### src/rtl/nec_prefetch_if.sv
// Bus-side handshake bundle for the NEC prefetch unit.
// A single transaction is held stable on this bus from bus_req until bus_ack.
interface nec_prefetch_if;
    logic        bus_req;
    logic [19:0] bus_addr;
    logic        bus_we;
    logic [1:0]  bus_be;
    logic [15:0] bus_wdata;
    logic        bus_ack;
    logic [15:0] bus_rdata;

    modport master (
        output bus_req,
        output bus_addr,
        output bus_we,
        output bus_be,
        output bus_wdata,
        input  bus_ack,
        input  bus_rdata
    );

    modport slave (
        input  bus_req,
        input  bus_addr,
        input  bus_we,
        input  bus_be,
        input  bus_wdata,
        output bus_ack,
        output bus_rdata
    );
endinterface

### src/rtl/nec_prefetch.sv
// 8-byte instruction prefetch queue sharing one bus with execution-unit data accesses.
// EU accesses take priority in IDLE; prefetch fills the queue a word (or odd byte) at a time.
module nec_prefetch (
    input  logic        clk,
    input  logic        reset,
    input  logic        ce,
    input  logic [15:0] ps,
    input  logic        flush,
    input  logic [15:0] flush_pc,
    input  logic [3:0]  consume,
    output logic [7:0]  ipq [8],
    output logic [3:0]  ipq_len,
    input  logic        eu_req,
    input  logic [19:0] eu_addr,
    input  logic        eu_we,
    input  logic [1:0]  eu_be,
    input  logic [15:0] eu_wdata,
    output logic        eu_ack,
    output logic [15:0] eu_rdata,
    nec_prefetch_if.master bus
);

    typedef enum logic [1:0] {
        IDLE,
        FETCH,
        EU
    } state_t;

    state_t      state;
    state_t      state_next;
    logic [15:0] head_pc;
    logic [15:0] fetch_pc;
    logic        discard;
    logic [3:0]  free_space;
    logic        start_eu;
    logic        start_fetch;
    logic        fetch_done;
    logic        eu_done;
    logic        fetch_keep;

    // Queue occupancy is implied by the two PCs; it never exceeds 8 so the low nibble suffices.
    assign ipq_len     = fetch_pc[3:0] - head_pc[3:0];
    assign free_space  = 4'd8 - ipq_len;
    assign bus.bus_req = (state != IDLE);
    assign fetch_keep  = fetch_done && !discard && !flush;

    always_ff @(posedge clk) begin
        if (reset) begin
            state <= IDLE;
        end else if (ce) begin
            state <= state_next;
        end
    end

    // eu_ack high means the EU still shows its old request this cycle, so it must not relaunch.
    always_comb begin
        state_next  = state;
        start_eu    = 1'b0;
        start_fetch = 1'b0;
        fetch_done  = 1'b0;
        eu_done     = 1'b0;
        case (state)
            IDLE: begin
                if (eu_req && !eu_ack) begin
                    start_eu   = 1'b1;
                    state_next = EU;
                end else if (!flush &&
                             ((free_space >= 4'd2) || (fetch_pc[0] && (free_space >= 4'd1)))) begin
                    start_fetch = 1'b1;
                    state_next  = FETCH;
                end
            end
            FETCH: begin
                if (bus.bus_ack) begin
                    fetch_done = 1'b1;
                    state_next = IDLE;
                end
            end
            EU: begin
                if (bus.bus_ack) begin
                    eu_done    = 1'b1;
                    state_next = IDLE;
                end
            end
            default: state_next = IDLE;
        endcase
    end

    always_ff @(posedge clk) begin
        if (reset) begin
            head_pc       <= 16'h0000;
            fetch_pc      <= 16'h0000;
            discard       <= 1'b0;
            eu_ack        <= 1'b0;
            eu_rdata      <= 16'h0000;
            bus.bus_addr  <= 20'h00000;
            bus.bus_we    <= 1'b0;
            bus.bus_be    <= 2'b00;
            bus.bus_wdata <= 16'h0000;
        end else if (ce) begin
            eu_ack <= eu_done;
            if (eu_done) begin
                eu_rdata <= bus.bus_rdata;
            end

            if (start_eu) begin
                bus.bus_addr  <= eu_addr;
                bus.bus_we    <= eu_we;
                bus.bus_be    <= eu_be;
                bus.bus_wdata <= eu_wdata;
            end else if (start_fetch) begin
                bus.bus_addr  <= {ps, 4'h0} + {4'h0, fetch_pc};
                bus.bus_we    <= 1'b0;
                bus.bus_be    <= fetch_pc[0] ? 2'b10 : 2'b11;
                bus.bus_wdata <= 16'h0000;
            end

            if (flush) begin
                head_pc  <= flush_pc;
                fetch_pc <= flush_pc;
            end else begin
                head_pc <= head_pc + {12'h000, consume};
                if (fetch_keep) begin
                    fetch_pc <= fetch_pc + (bus.bus_be[0] ? 16'd2 : 16'd1);
                end
            end

            // A prefetch overtaken by a flush still finishes on the bus but its data is stale.
            if (fetch_done) begin
                discard <= 1'b0;
            end else if (flush && (state == FETCH)) begin
                discard <= 1'b1;
            end
        end
    end

    always_ff @(posedge clk) begin
        if (!reset && ce && fetch_keep) begin
            if (bus.bus_be[0]) begin
                ipq[fetch_pc[2:0]]        <= bus.bus_rdata[7:0];
                ipq[fetch_pc[2:0] + 3'd1] <= bus.bus_rdata[15:8];
            end else begin
                ipq[fetch_pc[2:0]] <= bus.bus_rdata[15:8];
            end
        end
    end

endmodule

### src/flat_wrapper.sv
// flat-port wrapper written by rule: the top's interface ports become plain ports
module nec_prefetch_flat 
  (clk, reset, ce, ps, flush, flush_pc, consume, ipq, ipq_len, eu_req, eu_addr, eu_we, eu_be, eu_wdata, eu_ack, eu_rdata, bus_bus_req, bus_bus_addr, bus_bus_we, bus_bus_be, bus_bus_wdata, bus_bus_ack, bus_bus_rdata);
  nec_prefetch_if bus_i ();
  input  logic clk;
  input  logic reset;
  input  logic ce;
  input  logic [15:0] ps;
  input  logic flush;
  input  logic [15:0] flush_pc;
  input  logic [3:0] consume;
  output logic [7:0] ipq[8];
  output logic [3:0] ipq_len;
  input  logic eu_req;
  input  logic [19:0] eu_addr;
  input  logic eu_we;
  input  logic [1:0] eu_be;
  input  logic [15:0] eu_wdata;
  output logic eu_ack;
  output logic [15:0] eu_rdata;
  output wire logic [$bits(bus_i.bus_req)-1:0] bus_bus_req;
  output wire logic [$bits(bus_i.bus_addr)-1:0] bus_bus_addr;
  output wire logic [$bits(bus_i.bus_we)-1:0] bus_bus_we;
  output wire logic [$bits(bus_i.bus_be)-1:0] bus_bus_be;
  output wire logic [$bits(bus_i.bus_wdata)-1:0] bus_bus_wdata;
  input wire logic [$bits(bus_i.bus_ack)-1:0] bus_bus_ack;
  input wire logic [$bits(bus_i.bus_rdata)-1:0] bus_bus_rdata;
  assign bus_bus_req = bus_i.bus_req;
  assign bus_bus_addr = bus_i.bus_addr;
  assign bus_bus_we = bus_i.bus_we;
  assign bus_bus_be = bus_i.bus_be;
  assign bus_bus_wdata = bus_i.bus_wdata;
  assign bus_i.bus_ack = bus_bus_ack;
  assign bus_i.bus_rdata = bus_bus_rdata;
  nec_prefetch u_core (.clk(clk), .reset(reset), .ce(ce), .ps(ps), .flush(flush), .flush_pc(flush_pc), .consume(consume), .ipq(ipq), .ipq_len(ipq_len), .eu_req(eu_req), .eu_addr(eu_addr), .eu_we(eu_we), .eu_be(eu_be), .eu_wdata(eu_wdata), .eu_ack(eu_ack), .eu_rdata(eu_rdata), .bus(bus_i));
endmodule
### config.mk
export PLATFORM = sky130hd
export DESIGN_NAME = nec_prefetch_flat
export DESIGN_NICKNAME = d
export VERILOG_FILES = /design/src/rtl/nec_prefetch_if.sv /design/src/rtl/nec_prefetch.sv /design/src/flat_wrapper.sv
export SDC_FILE = /design/constraint.sdc
export NUM_CORES = 1
export LEC_CHECK = 0
export CAP_MARGIN = 25
export CORE_UTILIZATION = 48
export CTS_CLUSTER_DIAMETER = 80
export DETAILED_ROUTE_END_ITERATION = 16
export PLACE_DENSITY = 0.81
export RECOVER_POWER = 50
export SLEW_MARGIN = 10
export SYNTH_ARGS = -nofsm -noshare
export SYNTH_HDL_FRONTEND = slang
export SYNTH_SLANG_ARGS = --single-unit
export TNS_END_PERCENT = 10
### constraint.sdc
create_clock -name clk -period 4.6 [get_ports clk]
set_input_delay 0.69 -clock clk [delete_from_list [all_inputs] [get_ports clk]]
set_output_delay 0.69 -clock clk [all_outputs]
set_load 0.02 [all_outputs]
## After elaboration in Yosys (flattened, before gate mapping)

Cells that the tools add are included.

| word-level totals | value |
|---|---|
| bits of input ports | 97 |
| register bits | 155 |
| logic and storage cells | 97 |

| cells by class | value |
|---|---|
| mux-type cells | 35 |
| bitwise logic cells | 2 |
| order comparisons | 6 |
| reductions and logical operators | 26 |
| $add $sub $neg | 6 |
| eq/ne operators | 4 |

Operators by type and width:

| cell | count |
|---|---|
| $bwmux W64 | 3 |
| $mux W16 | 5 |
| $mux W64 | 1 |
| $demux W8 S3 | 2 |
| $mux W20 | 2 |
| $add A20 B16 Y20 | 1 |
| $add A16 B16 Y16 | 1 |
| $add A16 B4 Y16 | 1 |
| $mux W8 | 2 |
| $mux W1 | 13 |
| $mux W2 | 6 |
| $logic_and A1 B1 Y1 | 10 |
| $ge A4 B4 Y1 const B | 2 |
| $lt A4 B1 Y1 const B | 2 |
| $not A3 Y4 | 2 |
| $reduce_and A2 Y1 | 4 |
| $reduce_bool A2 Y1 | 4 |
| $ge A4 B1 Y1 const B | 1 |
| $ge A4 B2 Y1 const B | 1 |
| $logic_not A1 Y1 | 4 |
| $pmux W2 S2 | 1 |
| $sub A4 B4 Y4 | 1 |
| $sub A4 B4 Y4 const A | 1 |
| $add A3 B1 Y3 const B | 1 |
| 8 further kinds | 8 |

## Longest topological paths before layout

Gate-level depths: netlist of the first run.

| depth | value |
|---|---|
| word-level depth | 11 |
| depth in mapped cells | 14 |
| mapped depth without buffers | 11 |

## Least setup slack after synthesis of the first run

OpenSTA, ideal clock, no wires.

| timing | value |
|---|---|
| path kind | register -> register |
| start | reg u_core.fetch_pc[0] |
| end | reg u_core.bus.bus_addr[9] |
| arrival time | 3.198 ns |
| slack | 1.285 ns |
| period minus slack after synthesis | 3.315 ns |
| setup time | 0.116 ns |
| required time | 4.484 ns |
| cell stages (with the launch flop) | 14 |
| buffers on the path | 3 |
| cell sequence | dfxtp_1 > buf_2 > inv_1 > ha_1 > fa_1 > inv_1 > ha_1 > a211o_1 > or4_1 > nand4bb_4 > and4_1 > buf_6 > buf_6 > o211a_1 |

| on the way | value |
|---|---|
| longest elaborated chain between the ends | 11 |

Ends and longest elaborated chain:

| element | line | RTL |
|---|---|---|
| from (decl) | nec_prefetch.sv:32 | `logic [15:0] fetch_pc;` |
| from (signal assigned) | nec_prefetch.sv:120 | `fetch_pc <= flush_pc;` |
| from (signal assigned) | nec_prefetch.sv:124 | `fetch_pc <= fetch_pc + (bus.bus_be[0] ? 16'd2 : 16'd1);` |
| $sub A4 B4 Y4 * | nec_prefetch.sv:42 | `assign ipq_len = fetch_pc[3:0] - head_pc[3:0];` |
| named net ipq_len[1] | flat_wrapper.sv:13 | `output logic [3:0] ipq_len;` |
| $sub A4 B4 Y4 * | nec_prefetch.sv:43 | `assign free_space = 4'd8 - ipq_len;` |
| $ge A4 B1 Y1 | nec_prefetch.sv:68 | `((free_space >= 4'd2) \|\| (fetch_pc[0] && (free_space >= 4'd1)))) begin` |
| $logic_and A1 B1 Y1 | nec_prefetch.sv:68 |  |
| $logic_or A1 B1 Y1 * | nec_prefetch.sv:68 |  |
| $logic_and A1 B1 Y1 * | nec_prefetch.sv:67 | `end else if (!flush &&` |
| $mux W1 * | nec_prefetch.sv:67 |  |
| $mux W1 * | nec_prefetch.sv:64 | `if (eu_req && !eu_ack) begin` |
| $mux W1 * | nec_prefetch.sv:62 | `case (state)` |
| $reduce_bool A2 Y1 (no source line) * | -- |  |
| $reduce_and A2 Y1 (no source line) * | -- |  |
| to (signal assigned) | nec_prefetch.sv:107 | `bus.bus_addr <= eu_addr;` |
| to (signal assigned) | nec_prefetch.sv:112 | `bus.bus_addr <= {ps, 4'h0} + {4'h0, fetch_pc};` |
| to (decl) | nec_prefetch_if.sv:14 | `output bus_addr,` |

The timed path passes the listed nets; every way through them passes the cells marked *. The select of a mux whose other input is x is not followed.
A chain may end at the register's enable or synchronous reset.

## Worst setup path after layout of the first run

| timing | value |
|---|---|
| start | reg u_core.fetch_pc[1] |
| end | reg u_core.bus.bus_we |

| on the way | value |
|---|---|
| longest elaborated chain between the ends | 11 |

Ends and longest elaborated chain:

| element | line | RTL |
|---|---|---|
| $sub A4 B4 Y4 * | nec_prefetch.sv:42 |  |
| $sub A4 B4 Y4 * | nec_prefetch.sv:43 |  |
| $ge A4 B1 Y1 | nec_prefetch.sv:68 |  |
| $logic_and A1 B1 Y1 | nec_prefetch.sv:68 |  |
| $logic_or A1 B1 Y1 * | nec_prefetch.sv:68 |  |
| $logic_and A1 B1 Y1 * | nec_prefetch.sv:67 |  |
| $mux W1 * | nec_prefetch.sv:67 |  |
| $mux W1 * | nec_prefetch.sv:64 |  |
| $mux W1 * | nec_prefetch.sv:62 |  |
| $reduce_bool A2 Y1 (no source line) * | -- |  |
| $reduce_and A2 Y1 (no source line) * | -- |  |
| to (signal assigned) | nec_prefetch.sv:108 | `bus.bus_we <= eu_we;` |
| to (decl) | nec_prefetch_if.sv:15 | `output bus_we,` |

Mark *: on every way between the ends. The rest lies on a longest branch, timed or not.

==> results of run 1 <==
synthesized netlist by cell type, drive strengths merged (3+ instances only):
| cell type | instances | share of area |
|---|---|---|
| xnor2 | 6 | 0.0070 |
| a22oi | 9 | 0.0090 |
| fa | 4 | 0.011 |
| a21o | 6 | 0.0060 |
| nand2 | 161 | 0.080 |
| nand4 | 3 | 0.0025 |
| a31oi | 7 | 0.0058 |
| o21ai | 91 | 0.060 |
| ha | 27 | 0.045 |
| a311oi | 6 | 0.011 |
| a211oi | 8 | 0.0080 |
| o211ai | 7 | 0.0076 |
| a21oi | 69 | 0.046 |
| clkbuf | 27 | 0.013 |
| or3 | 10 | 0.0083 |
| edfxtp | 64 | 0.25 |
| nor4 | 4 | 0.0033 |
| nor3 | 15 | 0.010 |
| nor2 | 57 | 0.029 |
| nor2b | 4 | 0.0033 |
| o31ai | 7 | 0.0070 |
| buf | 23 | 0.015 |
| mux2i | 17 | 0.023 |
| nand3 | 34 | 0.023 |
| inv | 32 | 0.016 |
| a32o | 12 | 0.016 |
| and2 | 3 | 0.0025 |
| a22o | 6 | 0.0070 |
| nand3b | 3 | 0.0030 |
| xor2 | 3 | 0.0045 |
| dfxtp | 79 | 0.21 |
| nand2b | 4 | 0.0033 |
| and3 | 8 | 0.0066 |
cell families after synthesis:
kind of cell,after synthesis,share of synthesized area
fa+ha+maj,31,0.0554
mux,17,0.0226
simple gates,314,0.185
xor+xnor,10,0.0146
buf+inv,83,0.0453
compound gates,253,0.213
flops,143,0.464
cell type report:
type | count | area share
clock inverters | 13 | 0.00817
flip-flops and latches | 143 | 0.336
repair buffers | 230 | 0.218
clock buffers | 19 | 0.0436
inverters | 33 | 0.0119
well taps | 211 | 0.0254
multi-input cells | 625 | 0.356
diodes | 2 | 0.000481
registers in the layout (all words and copies together) (netlist names):
name                  cells
u_core.bus.bus_we         1
u_core.eu_ack             1
u_core.state              2
u_core.bus.bus_wdata     16
u_core.discard            1
u_core.bus.bus_addr      20
u_core.bus.bus_be         2
u_core.eu_rdata          16
u_core.head_pc            4
u_core.ipq               64
u_core.fetch_pc          16
metrics by stage:
stage	hold WS, ns	util	worst slack (ns)
after floorplan	0.489	-	1.29
after global placement	0.439	0.647	0.959
after detailed placement	0.447	0.647	0.861
after CTS	0.455	0.682	0.849
after global routing	0.464	0.682	0.546
final	0.450	0.682	0.801
per-layer routing:
| metal | track usage | up-vias | share of wire |
|---|---|---|---|
| li1 | - | 3476 | - |
| met1 | 0.333 | 3409 | 0.39 |
| met2 | 0.485 | 373 | 0.49 |
| met3 | 0.0783 | 61 | 0.090 |
| met4 | 0.104 | 2 | 0.025 |
| met5 | 0 | - | 0.00040 |
power by group through the flow:
stage	clock network, W	logic, W	registers (W)
after global routing	0.00133	0.000782	0.00142
after detailed placement	0	0.000727	0.00144
after CTS	0.00127	0.000731	0.00142
after global placement	0	0.000714	0.00144
after floorplan	0	0.000399	0.00147
final	0.00126	0.000723	0.00142
how the worst min path moves through the flow:
stage	to	depth (start not counted)
after CTS	u_core.eu_rdata[10]	2
after global routing	u_core.eu_rdata[10]	2
final	u_core.eu_rdata[4]	2
after floorplan	u_core.head_pc[2]	2
after detailed placement	u_core.eu_rdata[10]	2
after global placement	u_core.bus.bus_wdata[4]	2
critical path, cell delays in order (launching register included):
cell and delay, ns:
dfxtp_1 0.50, inv_1 0.21, fa_1 0.62, inv_1 0.10, ha_1 0.20, a211o_1 0.32
or4_1 0.43, nand4bb_4 0.22, nand4_1 0.59, buf_4 0.32, nand2_1 0.08, a21oi_1 0.13
==> run_results.csv, run 1 <==
group,metric,value,unit
outcome,status,"finished clean",
timing,finalSetupViolCount,0,
floorplanning,dieWidth,127,um
critical_path,crit_arrival,4.15,ns
cts,cts_setup_buffers,0,
logic_synthesis,synth-edff-count,64,
detailed_routing,first_iter_violations,657,
job,maxCapViolations,0,
logic_synthesis,syn_area,7540,sq um
cts,cts_tree,"done",
critical_path,crit_path_start,"u_core.fetch_pc[1]",
power_and_ir_drop,p_sw_frac,0.296,
cts,numCtsBuffers,17,
detailed_routing,wl_per_cell,17.7,um
cts,post_cts_resized,0,
place,gp_congestion,0.937,
detailed_routing,wirelength,22.6,mm
detailed_routing,vias,7321,
critical_path,start_kind,"flip-flop",
floorplanning,dieHeight,127,um
detailed_routing,postRouteAntennaNets,0,
cts,cts_max_path_buffers,2,
timing,rsz0062_at_grt,"no",
floorplanning,initial_core_util,0.494,
logic_synthesis,async_flop_share,0,
critical_path,r2r_setup_slack,0.80,ns
critical_path,r2r_end,"u_core.bus.bus_we",
finish,fin_cells,1276,
finish,final_cell_mix,"nand2_1 (161), dlygate4sd3_1 (127), clkdlybuf4s50_1 (93)",
place,dp_cells,1242,
logic_synthesis,yosysSeqAreaShare,0.464,
power_and_ir_drop,power.switching,0.00101,W
finish,final_common_cell,"nand2_1",
cts,clock-sinks,143,
logic_synthesis,syn_nets,979,
cts,cts.clk_slew.worst_paths,0.06,ns
power_and_ir_drop,seqPwrFrac,0.416,
detailed_routing,drt_pass1_iterations,7,
power_and_ir_drop,total_power,0.00340,W
logic_synthesis,ys_warn_count,0,
global_routing,grt_overflow,0,
timing,fin_skew,0.00722,ns
finish,multi_input_area,3700,sq um
logic_synthesis,synth-main-ff-cell,"dfxtp_1",
power_and_ir_drop,ir_drop,0.306,mV
global_routing,antenna_found_initial,3,
power_and_ir_drop,p_comb_frac,0.212,
global_routing,grt_use_total,0.281,
timing,tns,0,ns
critical_path,critPathRequiredTime,4.95,ns
detailed_routing,remaining_drc_errors,0,
timing,period_share,0.826,
timing,relSlewSlack,0.358,
timing,final_hold_viol_count,0,
floorplanning,die-area,16200,sq um
finish,nets,1178,
critical_path,rr_startpoint,"u_core.fetch_pc[1]",
place,port_buffers,221,
floorplanning,core_area,15300,sq um
finish,seq_area,3500,sq um
logic_synthesis,yosysUniqueCellTypes,67,
floorplanning,core.rowCount,45,
hold_path,timing.hold.worst.class,"flip-flop to flip-flop",
logic_synthesis,ys_ff_latch,143,
power_and_ir_drop,p_leak,3.90,nW
hold_path,min_from,"u_core.eu_rdata[4]",
power_and_ir_drop,internal_power,0.00239,W
critical_path,end_kind,"flip-flop",
finish,syn2layout_area_growth,38.1,%
critical_path,cp_max_fo,20,
cts,htree_levels,4,
place,dp_hpwl,16.5,mm
power_and_ir_drop,clockPowerShare,0.371,
timing,min_period,3.80,ns
cts,clock_latency,0.43,ns
logic_synthesis,syn_area_per_cell,8.86,sq um
finish,final_area,10400,sq um
detailed_routing,vias_per_cell,5.74,
timing,timing.final.max_slew_violations,0,
cts,hold_buffers,0,
global_routing,grt_pass1_vias,6777,
global_routing,grt_pass1_wl,34.9,mm
cts,clock-root-buffer,"clkbuf_16",
timing,timing.fmax,0.263,GHz
place,place_area,9870,sq um
critical_path,criticalPathCategory,"flip-flop to flip-flop",
global_routing,grt_max_degree,73,
critical_path,crit_path_end,"u_core.bus.bus_we",
timing,worst-slew-pin-transition,0.936,ns
finish,nFillCells,1194,
critical_path,worstRegToRegCells,11,
floorplanning,ios,222,
logic_synthesis,synthCells,851,
power_and_ir_drop,power.density,327,nW/um^2
finish,layout-drive-gt1-share,0.0508,
(Power assumes the default switching activity.)
==> run 2: changes to the inputs <==
CORE_UTILIZATION = 43   (was 48)
PLACE_DENSITY = 0.77   (was 0.81)
clock period = 3.2 ns   (was 4.6 ns; I/O delays follow)
==> run_results.csv, run 2 (same netlist as run 1, synthesis figures left out) <==
group,metric,value,unit
critical_path,critPathRequiredTime,2.72,ns
global_routing,grt_pass1_wl,35.7,mm
place,gp_congestion,0.935,
global_routing,use_met2,0.450,
detailed_routing,wirelength,23.4,mm
global_routing,globalRouteMet3Util,0.0616,
floorplanning,ios,222,
critical_path,rr_startpoint,"u_core.fetch_pc[0]",
global_routing,grt_max_degree,73,
timing,relSlewSlack,0.445,
finish,final_area,10700,sq um
critical_path,end_kind,"primary output",
place,dp_hpwl,17.0,mm
place,port_buffers,221,
job,maxCapViolations,0,
finish,syn2layout_area_growth,41.7,%
outcome,status,"finished clean",
finish,antenna_cells,0,
timing,timing.fmax,0.324,GHz
timing,min_period,3.09,ns
place,place_area,10100,sq um
critical_path,cp_max_fo,4,
critical_path,criticalPathCategory,"flip-flop to primary output",
hold_path,holdPathEnd,"u_core.bus.bus_wdata[2]",
finish,final_cell_mix,"nand2_1 (161), dlygate4sd3_1 (121), clkdlybuf4s50_1 (99)",
global_routing,grt_use_total,0.258,
timing,worst-slew-pin-transition,0.833,ns
detailed_routing,drt_pass1_iterations,5,
cts,hold_buffers,0,
global_routing,grt_pass1_vias,6824,
cts,clock-sinks,143,
floorplanning,initial_core_util,0.438,
timing,rsz0062_at_grt,"no",
cts,numCtsBuffers,17,
floorplanning,core.rowCount,48,
floorplanning,dieHeight,134,um
floorplanning,dieWidth,134,um
detailed_routing,wl_per_cell,17.8,um
critical_path,r2r_setup_slack,0.12,ns
detailed_routing,vias,7423,
place,dp_cells,1285,
power_and_ir_drop,total_power,0.00505,W
detailed_routing,remaining_drc_errors,0,
timing,whs,0.451,ns
hold_path,min_from,"u_core.bus.bus_wdata[2]",
power_and_ir_drop,power.density,472,nW/um^2
cts,clock-root-buffer,"clkbuf_16",
critical_path,r2r_end,"u_core.bus.bus_addr[12]",
timing,finalSetupViolCount,0,
cts,htree_levels,4,
finish,nets,1207,
floorplanning,core_area,17200,sq um
detailed_routing,first_iter_violations,599,
timing,tns,0,ns
power_and_ir_drop,p_leak,4.04,nW
cts,cts_tree,"done",
cts,cts_max_path_buffers,2,
finish,fin_cells,1317,
timing,final_hold_viol_count,0,
finish,layout-drive-gt1-share,0.0733,
finish,largest_register_ffs,64,
finish,final_common_cell,"nand2_1",
floorplanning,die-area,18100,sq um
critical_path,start_kind,"flip-flop",
cts,cts.clk_slew.worst_paths,0.06,ns
global_routing,grt_busiest_layer,"met2",
hold_path,timing.hold.worst.class,"flip-flop to flip-flop",
hold_path,whs_path_depth,2,
detailed_routing,postRouteAntennaNets,0,
critical_path,worstRegToRegCells,12,
power_and_ir_drop,ir_drop,0.416,mV
critical_path,crit_path_start,"u_core.fetch_pc[0]",
critical_path,crit_arrival,2.61,ns
finish,nFillCells,1445,
global_routing,grt_overflow,0,
global_routing,gr-usage-met1,0.314,
detailed_routing,vias_per_cell,5.64,
cts,clock_latency,0.43,ns
global_routing,antenna_found_initial,0,
timing,fin_skew,0.0123,ns
timing,period_share,0.965,
timing,timing.final.max_slew_violations,0,
-- run 2: cell types whose count changed in the layout (fill, tap and decap cells not counted), sizes merged, moves of 2 or more --
| cell | change |
|---|---|
| buf | +23 |
| dlygate4sd3 | -6 |
| diode | -2 |
| clkdlybuf4s50 | +6 |
| clkbuf | +7 |
-- run 2: power by group --
group / total [W] / internal, W / switching (W) / leakage [nW]
sequential: 0.00202 / 0.00198 / 0.0000473 / 1.23
combinational: 0.00111 / 0.000476 / 0.000638 / 2.53
clock: 0.00191 / 0.00112 / 0.000791 / 0.272
total: 0.00505 / 0.00357 / 0.00148 / 4.04
-- run 2: layout make-up --
type,instances,area (sq um),share of cell area
clock buffers,20,458,0.0429
multi-input cells,625,3710,0.348
inverters,33,124,0.0116
repair buffers,259,2490,0.234
clock inverters,12,108,0.0101
well taps,225,282,0.0263
flip-flops and latches,143,3500,0.328
-- run 2: worst max-delay path by stage --
stage | to | slack, ns | depth (start not counted)
after floorplan | u_core.bus.bus_addr[9] | 0.01 | 13
after global placement | u_core.bus.bus_addr[15] | 0.16 | 12
after detailed placement | u_core.bus.bus_addr[15] | 0.10 | 12
after CTS | u_core.bus.bus_addr[15] | 0.08 | 12
after global routing | u_core.bus.bus_wdata[0] | 0.008 | 12
final | ipq_len[2] | 0.11 | 6
-- run 2: critical path, stage by stage, from the launching register on --
cell,delay (ns)
dfxtp_2,0.32
inv_1,0.05
ha_2,0.20
fa_1,0.41
xnor2_1,0.42
buf_4,0.20
clkdlybuf4s50_1,0.59
-- run 2: per-layer routing --
| metal | vias to the layer above | wire length (um) |
|---|---|---|
| met5 | - | 0 |
| met4 | 0 | 469 |
| met3 | 36 | 1880 |
| met2 | 354 | 11700 |
| met1 | 3501 | 9380 |
| li1 | 3532 | - |
-- run 2: through the flow --
stage	utilization	setup WS, ns
after global routing	0.620	0.00807
after CTS	0.621	0.0818
after global placement	0.588	0.162
after floorplan	-	0.0101
after detailed placement	0.588	0.104
final	0.620	0.112
-- run 2: repair_timing --
item | CTS | global route
buffers inserted | 0 | 0
gates resized for setup | 0 | 2
endpoints found under the setup margin | 0 | 14
==> run 3: changes to the inputs <==
SKIP_LAST_GASP = 1   (was not set)
==> run_results.csv, run 3 (same netlist as run 1, synthesis figures left out) <==
group,metric,value,unit
cts,cts_setup_buffers,0,
place,port_buffers,221,
detailed_routing,wl_per_cell,17.7,um
finish,final_common_cell,"nand2_1",
critical_path,cp_slowest_cell,"fa_1",
detailed_routing,drt_pass1_iterations,6,
floorplanning,ios,222,
global_routing,grt_pass1_vias,6824,
cts,cts_max_path_buffers,2,
timing,worst-slew-pin-transition,1.71,ns
detailed_routing,vias,7395,
timing,min_period,3.12,ns
timing,whs,0.450,ns
finish,nets,1207,
cts,cts.clk_slew.worst_paths,0.06,ns
finish,layout-drive-gt1-share,0.0723,
power_and_ir_drop,power.density,472,nW/um^2
finish,antenna_cells,0,
place,dp_hpwl,17.0,mm
place,place_ws,0.104,ns
critical_path,worstRegToRegCells,12,
outcome,status,"finished, violations left",
floorplanning,dieWidth,134,um
critical_path,end_kind,"flip-flop",
timing,finalSetupViolCount,0,
critical_path,cp_max_fo,35,
critical_path,criticalPathCategory,"flip-flop to flip-flop",
cts,hold_buffers,0,
timing,fin_skew,0.0121,ns
critical_path,path_cells,"inv_1 > ha_2 > fa_1 > inv_2 > ha_1 > a211o_1 > or4_1 > nand4bb_4 > and4_1 > buf_12 > nand3_1 > a21oi_1",
cts,clock_latency,0.43,ns
critical_path,crit_arrival,3.38,ns
hold_path,timing.hold.worst.class,"flip-flop to flip-flop",
outcome,violations,"max-capacitance violations, max-slew violations",
floorplanning,core.rowCount,48,
floorplanning,die-area,18100,sq um
detailed_routing,wirelength,23.3,mm
timing,timing.fmax,0.321,GHz
power_and_ir_drop,p_leak,4.02,nW
floorplanning,initial_core_util,0.438,
detailed_routing,postRouteAntennaNets,0,
cts,cts_tree,"done",
cts,numCtsBuffers,17,
detailed_routing,remaining_drc_errors,0,
floorplanning,dieHeight,134,um
cts,htree_levels,4,
timing,postLayoutSetupSlackWorst,0.0820,ns
timing,period_share,0.974,
timing,relSlewSlack,-0.143,
critical_path,cpPeakStageDelay,0.57,ns
critical_path,critPathRequiredTime,3.47,ns
timing,final_hold_viol_count,0,
cts,post_cts_resized,0,
critical_path,start_kind,"flip-flop",
job,maxCapViolations,1,
global_routing,grt_max_degree,73,
timing,rsz0062_at_grt,"yes",
global_routing,antenna_found_initial,0,
cts,clock-root-buffer,"clkbuf_16",
hold_path,whs_path_depth,2,
power_and_ir_drop,ir_drop,0.416,mV
finish,largest_register_ffs,64,
place,gp_congestion,0.935,
global_routing,grt_overflow,0,
global_routing,grt_use_total,0.258,
global_routing,grt_pass1_wl,35.7,mm
timing,timing.final.max_slew_violations,43,
floorplanning,core_area,17200,sq um
detailed_routing,vias_per_cell,5.62,
detailed_routing,first_iter_violations,578,
finish,syn2layout_area_growth,41.6,%
cts,clock-sinks,143,
finish,final_cell_mix,"nand2_1 (161), dlygate4sd3_1 (113), clkdlybuf4s50_1 (107)",
timing,tns,0,ns
run 3: cell count changes in the layout (fill, tap and decap cells not counted), sizes merged:
cell / previous run / this run
clkdlybuf4s50: 99 / 107
dlygate4sd3: 121 / 113
run 3: area by class of cell:
| cell class | count | area, sq um |
|---|---|---|
| Tap cell | 225 | 282 |
| Timing Repair Buffer | 259 | 2490 |
| Multi-Input combinational cell | 625 | 3710 |
| Inverter | 33 | 124 |
| Sequential cell | 143 | 3500 |
| Fill cell | 1441 | 6560 |
| Clock buffer | 20 | 458 |
| Clock inverter | 12 | 108 |
run 3: routing by layer:
| layer | vias to the layer above | routed length, um | track usage |
|---|---|---|---|
| met1 | 3469 | 9280 | 0.314 |
| li1 | 3531 | - | - |
| met2 | 359 | 11600 | 0.450 |
| met4 | 0 | 487 | 0.0805 |
| met5 | - | 0 | 0 |
| met3 | 36 | 1950 | 0.0616 |
run 3: critical path: cells and delay by family (launching register included):
kind                       cells  cell delay [ns]
adders and majority gates      3             0.97
and+or+nand+nor                4             0.97
buffers and inverters          3             0.29
DFF                            1             0.32
AOI/OAI and AO/OA              2             0.41
run 3: metrics by stage:
| stage | cell area, sq um | utilization | std cells | total power [W] |
|---|---|---|---|---|
| 6_report | 10700 | 0.620 | 1317 | 0.00505 |
| 5_1_grt | 10700 | 0.620 | 1317 | 0.00523 |
| 4_1_cts | 10700 | 0.621 | 1317 | 0.00509 |
| 3_5_place_dp | 10100 | 0.588 | 1285 | 0.00318 |
| 3_3_place_gp | 10100 | 0.588 | 1285 | 0.00316 |
| 2_1_floorplan | 7550 | - | 851 | 0.00270 |
run 3: path summary, 6_finish.rpt:
path,from,endpoint,slack [ns]
worst min register to register,u_core.bus.bus_wdata[2],u_core.bus.bus_wdata[2],0.45
worst max register to register,u_core.fetch_pc[0],u_core.bus.bus_wdata[9],0.08
worst max-delay path,u_core.fetch_pc[0],u_core.bus.bus_wdata[9],0.08
worst min-delay path,u_core.bus.bus_wdata[2],u_core.bus.bus_wdata[2],0.45
run 3: power by group:
part	leakage, nW	switching [W]	internal (W)
Sequential	1.23	0.0000477	0.00198
Combinational	2.51	0.000636	0.000478
Clock	0.272	0.000792	0.00112
==> patch (flow settings as in run 3) <==
Re-encode `state_t` (3 states) as one-hot, 3 bits wide.
--- a/src/rtl/nec_prefetch.sv
+++ b/src/rtl/nec_prefetch.sv
@@ -20,10 +20,10 @@
     nec_prefetch_if.master bus
 );
 
-    typedef enum logic [1:0] {
-        IDLE,
-        FETCH,
-        EU
+    typedef enum logic [2:0] {
+        IDLE  = 3'b001,
+        FETCH = 3'b010,
+        EU    = 3'b100
     } state_t;
 
     state_t      state;
Formal check against the unedited RTL: no difference found for any inputs over 4 cycles, from zero or initial values and one cycle with reset high; so few cycles prove little.
==> patch against run 3 <==
- power increased by 1.9%
- clock skew decreased by 0.0040 ns
- sequential share of layout area increased by 0.89 points
- synthesized area decreased by 4.1%
- sequential cell count increased by 1
- clock power increased by 12%
- first-iteration DRC count increased by 2.2%
- wire length decreased by 6.3%
- design area decreased by 2.1%
- worst setup slack improved by 0.080 ns
- largest cell class is now flip-flops and latches
- largest power group is now the clock network
- highest routed layer unchanged
==> patch: results (changes against run 3) <==
Synthesis
  – Xor and xnor area share after synthesis: 1.94% (+0.48 points)
  – Synth area leaders: edfxtp_1 (27%), dfxtp_1 (22%), nand2_1 (7.8%), o21ai_0 (6.1%), ha_1 (4.2%)
  – Post-synthesis mux area share: 2.01% (-0.25 points)
  – Synth Area in Compound Gates: 20.9% (-0.40 points)
  – Total number of yosys warnings: 0 (unchanged)
  – Count of cell types in the netlist: 61 (-9.0%)
  – Seq/Total Area, Yosys: 48.7% (+2.3 points)
  – Post-Syn Nets: 936 (-4.4%)
  – Synth Area in Adders: 5.26% (-0.28 points)
  – Top cells by count, synth: nand2_1 (150), o21ai_0 (88), dfxtp_1 (80)

Clock tree
  – Root buffer cell: clkbuf_16
  – PostCTS Resize Cnt: 0 (unchanged)

Cells and area
  – Fillers: 1,375 (-4.6%)
  – Design area: 0.0105 sq mm (-2.1%)
  – Final Instance Count excl. Fillers: 1,275 (-3.2%)
  – Layout cell share with drive strength beyond 1: 7.01% (-0.22 points)

Place
  – GPL Wtd Cong: 0.926 (-0.98%)
  – Post-DP HPWL: 16,000 microns (-6.1%)
  – Total placed instance area: 0.00985 sq mm (-2.8%)
  – Place WS: 0.127 ns (+0.0230 ns)

Power and ir drop
  – Static Leak: 0.00387 uW (-3.6%)
  – Worst vdd ir: 380 uV (-8.7%)

Run status
  – Status: completed

Detailed routing
  – Post-Route WL: 21,900 microns (-6.3%)
  – Drt via density: 5.51 (-1.8%)

Worst setup path
  – Worst path arrival time: 3.39 ns (about the same)
  – Critical Path End: u_core.bus.bus_addr[18]
  – Critical path's largest stage delay: 0.59 ns (+0.02 ns)
  – Slowest cell on the critical path: fa_2
  – WP depth: 13 (+1)
  – CP max FO: 29 (-17%)

Global routing
  – Vias in the first global route: 6,743 (-1.2%)
  – First-pass GRT wire length: 35,400 microns (-0.99%)
  – Largest net degree at the start of global routing: 81 (+11%)

Timing
  – Fmax: 329 MHz (+2.6%)
  – Slew @ Worst Pin: 0.924 ns (-0.790 ns)
## patch: changes by cell type in the layout (fill, tap and decap cells not counted), sizes merged, moves of 7 or more
cell    before  now
xor2         3   10
nor2        57   78
a32o        12    0
a211oi       8   18
a22oi        9   24
nand2      161  150
nand3       34   23
a21oi       69   53
## patch: cell families (layout without fill, tap and decap cells)
family          Yosys count  count (layout)
compound gates          239             239
flops                   144             144
mux                      14              14
xor+xnor                 16              16
fa+ha+maj                28              28
buf+inv                  74             318
simple gates            296             296
## patch: worst min-delay path by stage
stage,start,endpoint,slack [ns],depth (start not counted)
after detailed placement,u_core.eu_rdata[15],u_core.eu_rdata[15],0.45,2
after floorplan,u_core.fetch_pc[15],u_core.fetch_pc[15],0.46,2
after global routing,u_core.eu_rdata[13],u_core.eu_rdata[13],0.48,2
after CTS,u_core.eu_rdata[15],u_core.eu_rdata[15],0.45,2
after global placement,u_core.eu_rdata[4],u_core.eu_rdata[4],0.44,2
final,u_core.eu_rdata[15],u_core.eu_rdata[15],0.45,2
## patch: cell type report
| class | instances | area share, % |
|---|---|---|
| repair buffers | 259 | 23.8 |
| clock buffers | 17 | 4.07 |
| flip-flops and latches | 144 | 33.7 |
| clock inverters | 15 | 1.96 |
| inverters | 27 | 0.969 |
| well taps | 220 | 2.63 |
| multi-input cells | 593 | 32.9 |
## patch: metal layers
metal / track usage, % / share of wire, % / vias to the layer above
met5: 0 / 0 / -
met4: 9.82 / 3.0 / 0
met3: 6.40 / 8.5 / 40
met2: 44.5 / 49 / 364
met1: 31.5 / 40 / 3250
li1: - / - / 3374
## patch: report_power, final
part	total, uW	internal (uW)	switching, uW
Combinational	966	425	541
Clock	2140	1310	829
Sequential	2030	1980	50.2
Total	5140	3720	1420
